<file path="src/rtl/weight_fetch_pkg.sv">
// Shared types for the weight fetch sequencer.
//   wf_state_t : sequencer FSM state (IDLE -> FETCH -> DRAIN -> IDLE)
//   BUF_DEPTH  : entries in the output skid buffer; the issue credit rule
//                counts buffered plus in-flight words against this depth.
package weight_fetch_pkg;

    typedef enum logic [1:0] {
        IDLE  = 2'd0,
        FETCH = 2'd1,
        DRAIN = 2'd2
    } wf_state_t;

    localparam int BUF_DEPTH = 2;

endpackage

</file>
<file path="src/rtl/weight_skid_fifo.sv">
// Two-entry FIFO holding {weight word, last flag} between the ROM read port
// and the downstream stream.
//   clk, rst_n : clock, synchronous active-low reset (empties the FIFO)
//   push, din  : write one entry (caller guarantees it is not full, or pops
//                in the same cycle)
//   pop, dout  : remove head entry; dout always shows the head
//   occ        : entries currently stored (0..2)
//   empty      : occ == 0
module weight_skid_fifo
    import weight_fetch_pkg::*;
#(
    parameter int DWIDTH = 72
) (
    input  logic            clk,
    input  logic            rst_n,
    input  logic            push,
    input  logic            pop,
    input  logic [DWIDTH:0] din,
    output logic [DWIDTH:0] dout,
    output logic [1:0]      occ,
    output logic            empty
);

    logic [DWIDTH:0] mem [BUF_DEPTH];
    logic            wr_ptr;
    logic            rd_ptr;
    logic [1:0]      occ_q;

    always_ff @(posedge clk) begin
        if (!rst_n) begin
            wr_ptr <= 1'b0;
            rd_ptr <= 1'b0;
            occ_q  <= 2'd0;
            for (int i = 0; i < BUF_DEPTH; i++) begin
                mem[i] <= '0;
            end
        end else begin
            if (push) begin
                mem[wr_ptr] <= din;
                wr_ptr      <= ~wr_ptr;
            end
            if (pop) begin
                rd_ptr <= ~rd_ptr;
            end
            occ_q <= occ_q + {1'b0, push} - {1'b0, pop};
        end
    end

    assign dout  = mem[rd_ptr];
    assign occ   = occ_q;
    assign empty = (occ_q == 2'd0);

endmodule

</file>
<file path="src/rtl/weight_fetch_sequencer.sv">
// Burst reader for the single-port weight ROM (1-cycle read latency).
// Accepts a (base_addr, burst_len) command, issues burst_len sequential ROM
// reads (address wraps modulo 2^AWIDTH) and returns the words in address
// order on a valid/ready stream with a last flag.
//   clk, rst_n           : clock, synchronous active-low reset
//   start, base_addr,
//   burst_len            : command; accepted only while busy=0; len 0 is legal
//   busy, done           : burst in progress / one-cycle completion pulse
//   mem_read, mem_addr,
//   mem_dout             : ROM port; mem_dout valid the cycle after mem_read
//   w_valid, w_ready,
//   w_data, w_last       : weight stream to the convolution engine
//   dbg_state            : current FSM state, for observation only
//
// Stream handshake: a word transfers on a rising edge where w_valid and
// w_ready are both 1. Once w_valid is raised, w_data and w_last stay stable
// and w_valid stays high until that transfer; w_valid never depends on
// w_ready.
module weight_fetch_sequencer
    import weight_fetch_pkg::*;
#(
    parameter int AWIDTH = 16,
    parameter int DWIDTH = 72,
    parameter int LWIDTH = 17
) (
    input  logic              clk,
    input  logic              rst_n,
    input  logic              start,
    input  logic [AWIDTH-1:0] base_addr,
    input  logic [LWIDTH-1:0] burst_len,
    output logic              busy,
    output logic              done,
    output logic              mem_read,
    output logic [AWIDTH-1:0] mem_addr,
    input  logic [DWIDTH-1:0] mem_dout,
    output logic              w_valid,
    input  logic              w_ready,
    output logic [DWIDTH-1:0] w_data,
    output logic              w_last,
    output wf_state_t         dbg_state
);

    wf_state_t         state_q, state_d;
    logic [AWIDTH-1:0] addr_q;
    logic [LWIDTH-1:0] remain_q;
    logic              inflight_q;
    logic              inflight_last_q;
    logic              done_q;

    logic              issue;
    logic              last_issue;
    logic              start_zero;
    logic              last_pop;
    logic              pop;
    logic [2:0]        credit;

    logic [DWIDTH:0]   fifo_dout;
    logic [1:0]        fifo_occ;
    logic              fifo_empty;

    assign w_valid = ~fifo_empty;
    assign pop     = w_valid & w_ready;

    // FSM state register
    always_ff @(posedge clk) begin
        if (!rst_n) begin
            state_q <= IDLE;
        end else begin
            state_q <= state_d;
        end
    end

    // Next state and read issue. The credit term counts words that will
    // still occupy the buffer after this cycle's pop, including the read
    // already in flight; a new read is allowed only while that stays below
    // the buffer depth, so the buffer can never be pushed when full.
    always_comb begin
        state_d    = state_q;
        issue      = 1'b0;
        last_issue = 1'b0;
        start_zero = 1'b0;
        last_pop   = 1'b0;
        credit     = {1'b0, fifo_occ} + {2'b00, inflight_q} - {2'b00, pop};
        case (state_q)
            IDLE: begin
                if (start) begin
                    if (burst_len == '0) begin
                        start_zero = 1'b1;
                    end else begin
                        state_d = FETCH;
                    end
                end
            end
            FETCH: begin
                if (credit < 3'(BUF_DEPTH)) begin
                    issue = 1'b1;
                    if (remain_q == LWIDTH'(1)) begin
                        last_issue = 1'b1;
                        state_d    = DRAIN;
                    end
                end
            end
            DRAIN: begin
                // The final word can only reach the buffer after FETCH has
                // been left, so the last handshake is only seen here.
                if (pop && fifo_dout[0]) begin
                    last_pop = 1'b1;
                    state_d  = IDLE;
                end
            end
            default: state_d = IDLE;
        endcase
    end

    // Address/remaining counters, in-flight tracking and done pulse
    always_ff @(posedge clk) begin
        if (!rst_n) begin
            addr_q          <= '0;
            remain_q        <= '0;
            inflight_q      <= 1'b0;
            inflight_last_q <= 1'b0;
            done_q          <= 1'b0;
        end else begin
            inflight_q      <= issue;
            inflight_last_q <= last_issue;
            done_q          <= start_zero | last_pop;
            if (state_q == IDLE && start && burst_len != '0) begin
                addr_q   <= base_addr;
                remain_q <= burst_len;
            end else if (issue) begin
                addr_q   <= addr_q + AWIDTH'(1);
                remain_q <= remain_q - LWIDTH'(1);
            end
        end
    end

    // ROM data lands in the buffer on the edge ending the cycle after its
    // read; the last flag travels alongside it.
    weight_skid_fifo #(
        .DWIDTH (DWIDTH)
    ) u_fifo (
        .clk   (clk),
        .rst_n (rst_n),
        .push  (inflight_q),
        .pop   (pop),
        .din   ({mem_dout, inflight_last_q}),
        .dout  (fifo_dout),
        .occ   (fifo_occ),
        .empty (fifo_empty)
    );

    assign busy      = (state_q != IDLE);
    assign done      = done_q;
    assign mem_read  = issue;
    assign mem_addr  = addr_q;
    assign w_data    = fifo_dout[DWIDTH:1];
    assign w_last    = fifo_dout[0] & w_valid;
    assign dbg_state = state_q;

endmodule

</file>
<file path="config.mk">
export PLATFORM = sky130hd
export DESIGN_NAME = weight_fetch_sequencer
export DESIGN_NICKNAME = d
export VERILOG_FILES = /design/src/rtl/weight_fetch_pkg.sv /design/src/rtl/weight_skid_fifo.sv /design/src/rtl/weight_fetch_sequencer.sv
export SDC_FILE = /design/constraint.sdc
export NUM_CORES = 1
export LEC_CHECK = 0
export ABC_CLOCK_PERIOD_IN_PS = 5700
export CORE_ASPECT_RATIO = 1.25
export CORE_MARGIN = 1.5
export CORE_UTILIZATION = 55
export CTS_CLUSTER_SIZE = 30
export DETAILED_ROUTE_END_ITERATION = 16
export PLACE_DENSITY_LB_ADDON = 0.08
export SLEW_MARGIN = 20
export SYNTH_ARGS = -nofsm -noshare
export SYNTH_HDL_FRONTEND = slang
export SYNTH_HIERARCHICAL = 1
export SYNTH_SLANG_ARGS = --single-unit
</file>
<file path="constraint.sdc">
create_clock -name clk -period 5.7 [get_ports clk]
set_input_delay 1.14 -clock clk [delete_from_list [all_inputs] [get_ports clk]]
set_output_delay 1.14 -clock clk [all_outputs]
set_load 0.05 [all_outputs]
</file>
==> reports/results.tsv <==
stage	metric	value	unit
worst_setup_path	R2R Setup Slk	2.29	ns
worst_setup_path	r2r startpoint	u_fifo/occ[1]	
worst_setup_path	CP Buf/Inv Count	3	
die	die area	17400	um^2
sta	Slew Limit Fails	0	
global_route	GR Util met1	30.0	%
logic_synthesis	top_reg_cell synth	edfxtp_1	
worst_setup_path	delay-heaviest family, CP	buffers and inverters	
global_route	number of global-route vias before repair	6754	
die	num ports	204	
clock_network	CTS tree	yes	
power	P_int	0.00318	W
logic_synthesis	Yosys cell types	63	
worst_setup_path	CP Max Fanout	4	
detailed_routing	Initial DRC Count	427	
power	Comb pwr share	43.7	%
worst_setup_path	required time worst endpoint	4.56	ns
worst_setup_path	worst setup path startpoint	w_ready	
logic_synthesis	synthesized instance count	775	
clock_network	TritonCTS Buffers	17	
worst_setup_path	R2R depth	12	
power	Leakage	4.28	nW
logic_synthesis	asr flop ratio synth	0	%
sta	skew final	0.0100	ns
worst_setup_path	CP most frequent cell	nor2b_1	
sta	crit share post-route	80.5	%
global_route	first-pass GRT wire length	33.5	mm
global_route	total global routing overflow	0	
logic_synthesis	post-synthesis register bit count	189	
sta	setup violators final	0	
logic_synthesis	Commonest cells post-synth	nor2_1 (158), edfxtp_1 (146), nand2_1 (94)	
global_route	largest net degree at the start of global routing	94	
global_route	initial antenna violation count	1	
logic_synthesis	post-synth top area cell	edfxtp_1	
detailed_routing	total number of vias	6679	
clock_network	clk sink count	189	
worst_setup_path	CP Capture Type	primary output	
global_route	GRT Total Usage	24.6	%
placed_design	post-DP HPWL	13.5	mm
detailed_routing	Avg Vias per Cell	5.65	
sta	Setup TNS Final	0	ns
sta	relative slew slack	27.8	%
finish	layout cells sized above 1	14.3	%
logic_synthesis	Syn Area/Cell	11.8	um^2
clock_network	Worst-Skew Late Latency	0.43	ns
detailed_routing	Antenna Nets Post-Route	0	
logic_synthesis	synth warn	6	
sta	highest clock rate	218	MHz
logic_synthesis	synthesized area	9130	um^2
sta	fin crit period	4.59	ns
worst_setup_path	Worst R2R End	remain_q[11]	
detailed_routing	routed wire length	21.2	mm
clock_network	Reg clk slew, reported paths	0.07	ns
global_route	met3 Usage GRT	5.59	%
run_status	status	finished, final reports clean	
worst_setup_path	Worst setup SP type	primary input	
power	Sw Share	39.9	%
global_route	gr busiest metal	met2	
worst_setup_path	CP endpoint	mem_read	
power	P_sw	0.00211	W
die	num rows	52	
detailed_routing	WL/cell	17.9	um
logic_synthesis	count leader, synth	nor2_1	
die	Chip Height	147	um
flow_run	Max Cap Viol	0	
logic_synthesis	post-synthesis sequential area ratio	57.5	%
placed_design	gpl congestion	0.956	
clock_network	Post-CTS Hold Fix Bufs	0	
sta	Final Hold Fails	0	
power	Cell Pwr Density	451	nW/um^2
min_path	Hold Crit Class	reg -> reg	
sta	actual slew at the worst max-slew pin	1.08	ns
detailed_routing	drt drc	0	
die	chip width	118	um
placed_design	Placed Instance Area	11200	um^2
finish	Final Core Density	72.4	%
logic_synthesis	share of the synthesized area in the top cell type	48.0	%
clock_network	number of H-tree levels	4	
worst_setup_path	critical path cell sequence	clkdlybuf4s50_1 -> nor2b_1 -> nor2b_1 -> o21ai_0 -> fa_1 -> xnor2_1 -> nand3_1 -> inv_2 -> buf_12	
worst_setup_path	Arrival @ worst endpoint	3.45	ns
worst_setup_path	slowest stage delay, CP	0.50	ns
die	Initial Util	56.3	%
worst_setup_path	Critical-path top delay cell	clkdlybuf4s50_1	
worst_setup_path	WP depth	9	
worst_setup_path	Setup CP Type	in -> out	
logic_synthesis	largest cells by area after synthesis	edfxtp_1 (48%), mux2_4 (12%), dfxtp_1 (9.4%), nor2_1 (6.5%), nand2_1 (3.9%)	
power	Flop pwr share	35.8	%
power	Peak supply drop	0.399	mV
die	core box area	16200	um^2
clock_network	Post-CTS Resized	0	
finish	fill count	1123	
finish	Final Cell Area	11700	um^2
detailed_routing	DR pass1 iterations	5	
global_route	GRT met2 Usage	42.7	%
clock_network	CTS max path bufs	2	
finish	antenna cells	0	
sta	RSZ-0062 raised after global routing	no	
power	clock share of power	20.6	%
placed_design	PortBufs	203	
finish	nets@finish	1069	
logic_synthesis	syn nets	890	
finish	area delta synth->final	28.5	%
logic_synthesis	Post-synth EDFFs	146	
clock_network	post-CTS setup buffer count	0	
clock_network	CTS root buf	clkbuf_16	
==> area by class of cell <==
cell class / instances / area (um^2) / area share (%)
clock buffers: 17 / 425 / 3.63
multi-input cells: 528 / 3540 / 30.2
inverters: 9 / 33.8 / 0.288
clock inverters: 15 / 116 / 0.993
well taps: 216 / 270 / 2.31
repair buffers: 209 / 2080 / 17.8
flip-flops and latches: 189 / 5250 / 44.8
==> worst min-delay path, cell delays in order, from the launching register on <==
cell	delay [ns]
dfxtp_1	0.32
nand3_1	0.06
a21oi_1	0.06
==> metrics by stage <==
step | cells | power (W) | setup slack [ns] | hold WS (ns)
floorplan | 775 | 0.00357 | 1.23 | 0.444
global placement | 1151 | 0.00416 | 1.22 | 0.461
detailed placement | 1151 | 0.00422 | 1.13 | 0.475
CTS | 1183 | 0.00530 | 1.10 | 0.487
global route | 1183 | 0.00550 | 0.890 | 0.515
finish | 1183 | 0.00528 | 1.11 | 0.487
==> worst min-delay path by stage <==
stage | startpoint | end | slack (ns) | cells after the start
4_1_cts | remain_q[14] | remain_q[14] | 0.49 | 2
3_5_place_dp | remain_q[14] | remain_q[14] | 0.47 | 2
5_1_grt | remain_q[16] | remain_q[16] | 0.52 | 2
6_report | remain_q[14] | remain_q[14] | 0.49 | 2
3_3_place_gp | remain_q[16] | remain_q[16] | 0.46 | 2
2_1_floorplan | remain_q[16] | remain_q[16] | 0.44 | 2
==> sequential cells by signal, indices dropped and copies added (netlist names), named ones only <==
signal and flops:
u_fifo/wr_ptr 1, u_fifo/occ 2, inflight_q 1, u_fifo/rd_ptr 1, mem_addr 16, dbg_state 2
u_fifo/mem 146, inflight_last_q 1, done 1, remain_q 17
==> cell usage in the layout (no fill, tap or decap), drive strengths merged, types with 17 or more instances in the layout <==
cell	count
a21oi	27
clkbuf	17
clkdlybuf4s50	201
dfxtp	43
edfxtp	146
mux2	73
nand2	94
nand3	30
nor2	168
==> layer usage <==
metal	part of all wire, %	vias to the layer above
li1	-	3114
met1	40	3265
met2	51	272
met3	6.6	26
met4	1.7	2
met5	0.061	-
==> power groups by stage <==
stage	Clock (W)	Combinational (W)	Sequential [W]
after global routing	0.00116	0.00242	0.00192
after floorplan	0	0.00169	0.00188
after CTS	0.00110	0.00231	0.00189
final	0.00109	0.00231	0.00189
after global placement	0	0.00226	0.00190
after detailed placement	0	0.00230	0.00192
==> kinds of logic after synthesis <==
| family | count (synthesis) | share of synthesized area [%] |
|---|---|---|
| DFF | 189 | 57.5 |
| adders and majority gates | 6 | 0.905 |
| and+or+nand+nor | 345 | 17.4 |
| AOI/OAI and AO/OA | 85 | 6.35 |
| buffers and inverters | 58 | 3.99 |
| xor gates and xnor gates | 19 | 1.97 |
| muxes | 73 | 11.9 |
Note: power is estimated with default switching activity, not from simulation.
